### src/rtl/ahb_slave_decoder.sv
// AHB-Lite address decoder and response mux for the DES (S0), config (S1) and default slaves.
// A stall watchdog ends a hung data phase with a forced two-cycle ERROR response.
module ahb_slave_decoder #(
  parameter logic [31:0] S0_BASE        = 32'h0000_0000,
  parameter logic [31:0] S0_MASK        = 32'hFFFF_F000,
  parameter logic [31:0] S1_BASE        = 32'h0000_1000,
  parameter logic [31:0] S1_MASK        = 32'hFFFF_FF00,
  parameter int unsigned TIMEOUT_CYCLES = 256
) (
  input  logic        HCLK,
  input  logic        HRESET,
  input  logic [31:0] HADDR,
  input  logic [1:0]  HTRANS,
  input  logic        HREADYOUT_S0,
  input  logic        HREADYOUT_S1,
  input  logic        HREADYOUT_DEF,
  input  logic        HRESP_S0,
  input  logic        HRESP_S1,
  input  logic        HRESP_DEF,
  input  logic [63:0] HRDATA_S0,
  input  logic [63:0] HRDATA_S1,
  input  logic [63:0] HRDATA_DEF,
  output logic        HSEL_S0,
  output logic        HSEL_S1,
  output logic        HSEL_DEF,
  output logic        HREADY,
  output logic        HRESP,
  output logic [63:0] HRDATA,
  output logic        TIMEOUT
);

  typedef enum logic [1:0] {DSEL_NONE, DSEL_S0, DSEL_S1, DSEL_DEF} dsel_t;
  typedef enum logic [1:0] {ST_NORMAL, ST_ERR1, ST_ERR2} state_t;

  localparam logic [15:0] LP_TC_M1 = 16'(TIMEOUT_CYCLES - 1);

  dsel_t       r_dsel;
  state_t      r_state;
  logic [15:0] r_cnt;
  logic        r_timeout;

  logic        w_hit0;
  logic        w_hit1;
  dsel_t       w_dec;
  logic        w_sel_rdy;
  logic        w_sel_resp;
  logic [63:0] w_sel_data;
  logic        w_hready;

  // Priority S0 > S1 > DEF, so overlapping regions resolve to S0.
  assign w_hit0   = ((HADDR & S0_MASK) == S0_BASE);
  assign w_hit1   = ((HADDR & S1_MASK) == S1_BASE);
  assign HSEL_S0  = w_hit0;
  assign HSEL_S1  = !w_hit0 && w_hit1;
  assign HSEL_DEF = !w_hit0 && !w_hit1;

  always_comb begin
    w_dec = DSEL_DEF;
    if (w_hit0)      w_dec = DSEL_S0;
    else if (w_hit1) w_dec = DSEL_S1;
  end

  always_comb begin
    w_sel_rdy  = 1'b1;
    w_sel_resp = 1'b0;
    w_sel_data = '0;
    case (r_dsel)
      DSEL_S0: begin
        w_sel_rdy  = HREADYOUT_S0;
        w_sel_resp = HRESP_S0;
        w_sel_data = HRDATA_S0;
      end
      DSEL_S1: begin
        w_sel_rdy  = HREADYOUT_S1;
        w_sel_resp = HRESP_S1;
        w_sel_data = HRDATA_S1;
      end
      DSEL_DEF: begin
        w_sel_rdy  = HREADYOUT_DEF;
        w_sel_resp = HRESP_DEF;
        w_sel_data = HRDATA_DEF;
      end
      default: ;
    endcase
  end

  // During the forced error the hung slave's outputs are ignored entirely.
  always_comb begin
    w_hready = w_sel_rdy;
    HRESP    = w_sel_resp;
    HRDATA   = w_sel_data;
    case (r_state)
      ST_ERR1: begin
        w_hready = 1'b0;
        HRESP    = 1'b1;
        HRDATA   = '0;
      end
      ST_ERR2: begin
        w_hready = 1'b1;
        HRESP    = 1'b1;
        HRDATA   = '0;
      end
      default: ;
    endcase
  end

  assign HREADY  = w_hready;
  assign TIMEOUT = r_timeout;

  always_ff @(posedge HCLK or negedge HRESET) begin
    if (!HRESET) begin
      r_dsel    <= DSEL_NONE;
      r_state   <= ST_NORMAL;
      r_cnt     <= '0;
      r_timeout <= 1'b0;
    end else begin
      case (r_state)
        ST_NORMAL: begin
          if ((r_dsel != DSEL_NONE) && !w_sel_rdy) begin
            if (r_cnt == LP_TC_M1) begin
              r_state   <= ST_ERR1;
              r_timeout <= 1'b1;
              r_cnt     <= '0;
            end else if (r_cnt != 16'hFFFF) begin
              r_cnt <= r_cnt + 16'd1;
            end
          end else begin
            r_cnt <= '0;
          end
        end
        ST_ERR1: r_state <= ST_ERR2;
        ST_ERR2: begin
          r_state <= ST_NORMAL;
          r_cnt   <= '0;
        end
        default: r_state <= ST_NORMAL;
      endcase
      if (w_hready) r_dsel <= HTRANS[1] ? w_dec : DSEL_NONE;
    end
  end

endmodule
### config.mk
export PLATFORM = sky130hd
export DESIGN_NAME = ahb_slave_decoder
export DESIGN_NICKNAME = d
export VERILOG_FILES = /design/src/rtl/ahb_slave_decoder.sv
export SDC_FILE = /design/constraint.sdc
export NUM_CORES = 1
export LEC_CHECK = 0
export BUFFER_PORTS_ARGS = -buffer_cell sky130_fd_sc_hd__clkbuf_2
export CAP_MARGIN = 25
export CELL_PAD_IN_SITES_DETAIL_PLACEMENT = 2
export CELL_PAD_IN_SITES_GLOBAL_PLACEMENT = 2
export CORE_MARGIN = 2
export CORE_UTILIZATION = 18
export CTS_BUF_LIST = sky130_fd_sc_hd__clkbuf_4 sky130_fd_sc_hd__clkbuf_8
export DETAILED_ROUTE_END_ITERATION = 16
export PLACE_DENSITY_LB_ADDON = 0.1
export SETUP_SLACK_MARGIN = 0.05
export SLEW_MARGIN = 30
export SYNTH_ARGS = -nofsm -noshare
export SYNTH_HDL_FRONTEND = slang
export SYNTH_SLANG_ARGS = --single-unit
### constraint.sdc
create_clock -name HCLK -period 5.3 [get_ports HCLK]
set_input_delay 0.265 -clock HCLK [delete_from_list [all_inputs] [get_ports HCLK]]
set_output_delay 0.265 -clock HCLK [all_outputs]
set_load 0.005 [all_outputs]
# After elaboration in Yosys (flattened, before gate mapping)
# Index checks and enable logic that the tools add are counted.
classes:
  n_addsub: 1
  mul: 0
  div_mod_pow: 0
  order_cmp: 0
  eq_ne: 11
  shifts: 0
  muxes: 16
  bitwise_logic: 0
  reduce_logical: 14
ops:
  columns: ["op", "n"]
  rows:
  - ["$pmux W64 S3", 1]
  - ["$mux W64", 1]
  - ["$mux W16", 3]
  - ["$logic_not A32 Y1", 1]
  - ["$pmux W16 S2", 1]
  - ["$eq A24 B5 Y1 const B", 1]
  - ["$add A16 B1 Y16 const B", 1]
  - ["$eq A16 B8 Y1 const B", 1]
  - ["$ne A16 B16 Y1 const B", 1]
  - ["$mux W2", 4]
  - ["$eq A2 B2 Y1 const B", 3]
  - ["$pmux W1 S3", 2]
  - ["$eq A2 B1 Y1 const B", 2]
  - ["$ne A2 B2 Y1 const B", 2]
  - ["$ne A4 B4 Y1 const B", 1]
  - ["$pmux W2 S2", 1]
  - ["$reduce_and A2 Y1", 2]
  - ["$reduce_bool A2 Y1", 2]
  - ["$logic_and A1 B1 Y1", 3]
  - ["$logic_not A1 Y1", 3]
  - ["$reduce_and A3 Y1", 1]
  - ["$logic_not A2 Y1", 1]
  - ["$mux W1", 2]
  - ["$pmux W1 S2", 1]
  - ["$reduce_or A2 Y1", 1]
word_totals:
  regBits: 21
  latch_bits: 0
  mem_bits_rw: 0
  rom_bits: 0
  output_inout_bits: 70
  wordCells: 46
  memories: 0

# Longest topological paths before layout
logic_depth:
  ltp_word: 6
  ltp_mapped: 8
  mapped_depth_nobuf: 7

# Worst setup path before layout
# No wires, ideal clock.
synth_timing:
  path_kind: "register -> register"
  startpoint: "register r_cnt[0]"
  endpoint: "register r_cnt[2]"
  setup_ns: 0.066
  arrival_ns: 1.815
  required_ns: 5.234
  path_slack_ns: 3.419
  path_stages_with_launch: 8
  path_cell_list: "dfrtp_1 > ha_1 > nand3_1 > nor4_2 > a31o_2 > buf_6 > or4b_1 > nand2_1"
synth_via:
  elab_chain_cells: 5
  word_cells_on_any_way: 9
  cone_classes: "1 x add/sub; 3 x eq/ne; 4 x mux; 1 x reduce/logical"
synth_lines:
  columns: ["item", "line_no", "source"]
  rows:
  - ["start, declared", "39", "logic [15:0] r_cnt;"]
  - ["start signal, assigned", "125", "r_cnt <= r_cnt + 16'd1;"]
  - ["$add A16 B1 Y16", "125", null]
  - ["$mux W16", "124", "end else if (r_cnt != 16'hFFFF) begin"]
  - ["$mux W16", "120", "if (r_cnt == LP_TC_M1) begin"]
  - ["$mux W16", "119", "if ((r_dsel != DSEL_NONE) && !w_sel_rdy) begin"]
  - ["$pmux W16 S2", "117", "case (r_state)"]
# Several ways; a longest one is shown, not always the timed one. The select of a mux whose other input is x is not followed.
# A chain may end at the register's enable or synchronous reset.

# Worst setup path in the final report
layout_timing:
  startpoint: "register r_dsel[0]"
  endpoint: "output port HRDATA[56]"
layout_via:
  elab_chain_cells: 3
  word_cells_on_any_way: 5
  cone_classes: "3 x eq/ne; 2 x mux"
layout_lines:
  columns: ["item", "line_no", "source"]
  rows:
  - ["start, declared", "37", "dsel_t r_dsel;"]
  - ["start signal, assigned", "138", "if (w_hready) r_dsel <= HTRANS[1] ? w_dec : DSEL_NONE;"]
  - ["$eq A2 B2 Y1 / $eq A2 B1 Y1 (equally long branches)", "67", "case (r_dsel)"]
  - ["$pmux W64 S3 *", "67", null]
  - ["$mux W64 *", "92", "case (r_state)"]
  - ["end, declared", "28", "output logic [63:0] HRDATA,"]
# Every way passes the cells marked *; elsewhere a longest branch is shown, timed or not.

==> results.yml <==
synth:
  synth_cells: 378
  yosys.area.top_type: "mux2_2"
  synth_commonest_cells: "77 x nor2_1, 66 x mux2_2, 64 x a22oi_1"
  synth_cell_types: 45
  ys_ff_latch: 21
  synth_top_area_share_pct: 25.3
  syn_nets: 616
  synth.most_common_cell: "nor2_1"
  yosys_warnings: 0
  synthArstFlopShare_pct: 100
  synthTopCellsByArea: "mux2_2 25%, dfrtp_1 18%, a22oi_1 16%, nor2_1 9.9%, o21ai_0 3.8%"
  ys_seq_area_share_pct: 17.9
  synth_edf_count: 0
  synth_ff_type: "dfrtp_1"
  syn_avg_cell_area_um2: 7.76
  syn_area_um2: 2930
floorplan:
  fp-row-count: 46
  initial_utilization_pct: 18.5
  die_height_um: 132
  dieArea_um2: 17300
  pin_count: 304
  core_um2: 15900
  die_w_um: 132
cts:
  clk_pin_slew_ps: 80
  cts_hold_buf: 0
  post_cts_buffers: 0
  cts_resized: 0
  cts_buffers: 3
  cts.htree.levels: 1
  cts_tree: "done"
  clockBufferDepth: 2
  cts_root_buffer: "clkbuf_8"
  clkLatencyLatePin_ps: 260
  cts_sinks: 21
timing:
  hold_ws_ps: -15.1
  drv_slew: 0
  rsz0062_at_grt: "no"
  max-slew-margin-rel_pct: 36.5
  skew_ps: 2.36
  setup_slack_ps: 2590
  hold_viol: 21
  worstMarginPinSlew_ps: 952
  setup_viol: 0
  finalCriticalPeriod_ps: 2710
  fmax_mhz: 369
  tns_ps: 0
  min_period_over_period_pct: 51.2
place:
  dp.cells: 856
  place_ws_ps: 2630
  dp_hpwl_um: 13100
  placed_cell_area_um2: 4550
  io_buffers: 294
  gp_congestion: 0.796
cells_and_area:
  fin_area_um2: 4600
  layout.cells.non_filler: 860
  final_layout_size_suffix_gt1_share_pct: 58.9
  antenna_cells: 0
  fin_util_pct: 28.9
  fillers: 2002
  syn2layout_area_growth_pct: 56.7
  nets: 883
detailed_routing:
  wl_per_cell_um: 19.1
  dr.pass1.iters: 4
  drt_iter0_markers: 115
  drtAntennaViolNets: 0
  drt-total-wl_um: 16500
  route.detailed.drc: 0
  via_per_inst: 4.75
  dr_total_vias: 4082
power:
  totalPowerFinal_mw: 1.72
  p_leak_nw: 2.42
  ir_drop_v: 0.000166
  p_int_mw: 0.884
  switching_share_pct: 48.6
  power_switching_mw: 0.834
  p_clk_share_pct: 6.6
  comb_power_share_pct: 80.5
  power_density_nw_per_um2: 374
  p_seq_share_pct: 12.8
job:
  maxCapViolCount: 0
worst_setup_path:
  crit_type: "flip-flop to primary output"
  cp_slowest_cell: "dfrtp_2"
  worstPathRequired_ps: 5040
  crit_arrival_ps: 2450
  crit_chain: "nor2b_4 -> buf_4 -> a22oi_1 -> nor2_1 -> clkbuf_2"
  max_stage_delay_ps: 580
  cp-end-kind: "primary output"
  start_kind: "flip-flop"
  crit_fanout: 47
global_routing:
  grt_pass1_vias: 4645
  antenna_found_initial: 0
  grt_pass1_wl_um: 25700
  overflow: 0
  grt_max_degree: 66
  grt_usage_pct: 18.2
run_status:
  outcome: "complete, but fails checks"
  violations: "hold timing"
worst_hold_path:
  hold_class: "primary input to asynchronous set/reset pin"
## cell families after synthesis
group           Yosys count  synth area share (%)
compound gates          105                  25.4
simple gates            137                  22.8
buf+inv                  44                  6.52
mux                      67                  25.7
flops                    21                  17.9
fa+ha+maj                 4                  1.71
## cells in the final DEF, fill, tap and decap left out, drive strengths merged, types with 3 or more instances in the layout
master,instances
a211oi,3
a22o,3
a22oi,64
buf,4
clkbuf,298
dfrtp,21
ha,4
inv,8
mux2,66
nand2,11
nand2b,4
nand3,9
nand4,3
nor2,77
nor3,9
nor4,11
o21ai,22
o31ai,4
or4,3
## power by group through the flow
stage	Sequential [mW]	Combinational (mW)	Clock, mW
final	0.221	1.38	0.114
after floorplan	0.184	0.870	0
after global routing	0.226	1.54	0.125
after CTS	0.223	1.43	0.119
after global placement	0.225	1.38	0
after detailed placement	0.226	1.42	0
## layout make-up
class / count / area (µm²) / area share [%]
Sequential cell: 21 / 528 / 11.5
Timing Repair Buffer: 298 / 1500 / 32.7
Multi-Input combinational cell: 313 / 2220 / 48.3
Tap cell: 216 / 270 / 5.88
Clock buffer: 4 / 48.8 / 1.06
Inverter: 8 / 30.0 / 0.653
## flip-flops by register name (all words and copies together) (netlist names)
name	cells
TIMEOUT	1
r_cnt	16
r_dsel	2
r_state	2
## critical path: cells and delay by family, from the launching register on
kind            cells  cell delay, ps
flops               1             580
compound gates      1             190
simple gates        2             630
buf+inv             2             720
## path summary, 6_finish.rpt
check,to,start,slack [ps],cells after the start
min in group HCLK,r_dsel[1],HTRANS[1],270,2
worst max register to register,r_cnt[3],r_dsel[0],2720,5
worst min-delay path,r_cnt[8],HRESET,-20,1
max in group asynchronous,r_dsel[0],HRESET,4900,1
worst max-delay path,HRDATA[56],r_dsel[0],2590,5
worst min register to register,TIMEOUT,TIMEOUT,480,1
## per-layer routing
layer,global-route usage (%),share of wire [%]
met5,0,0
met4,2.42,0.77
met3,4.86,6.8
met2,36.4,55
met1,19.2,37
Power figures use the tool's default switching activity.
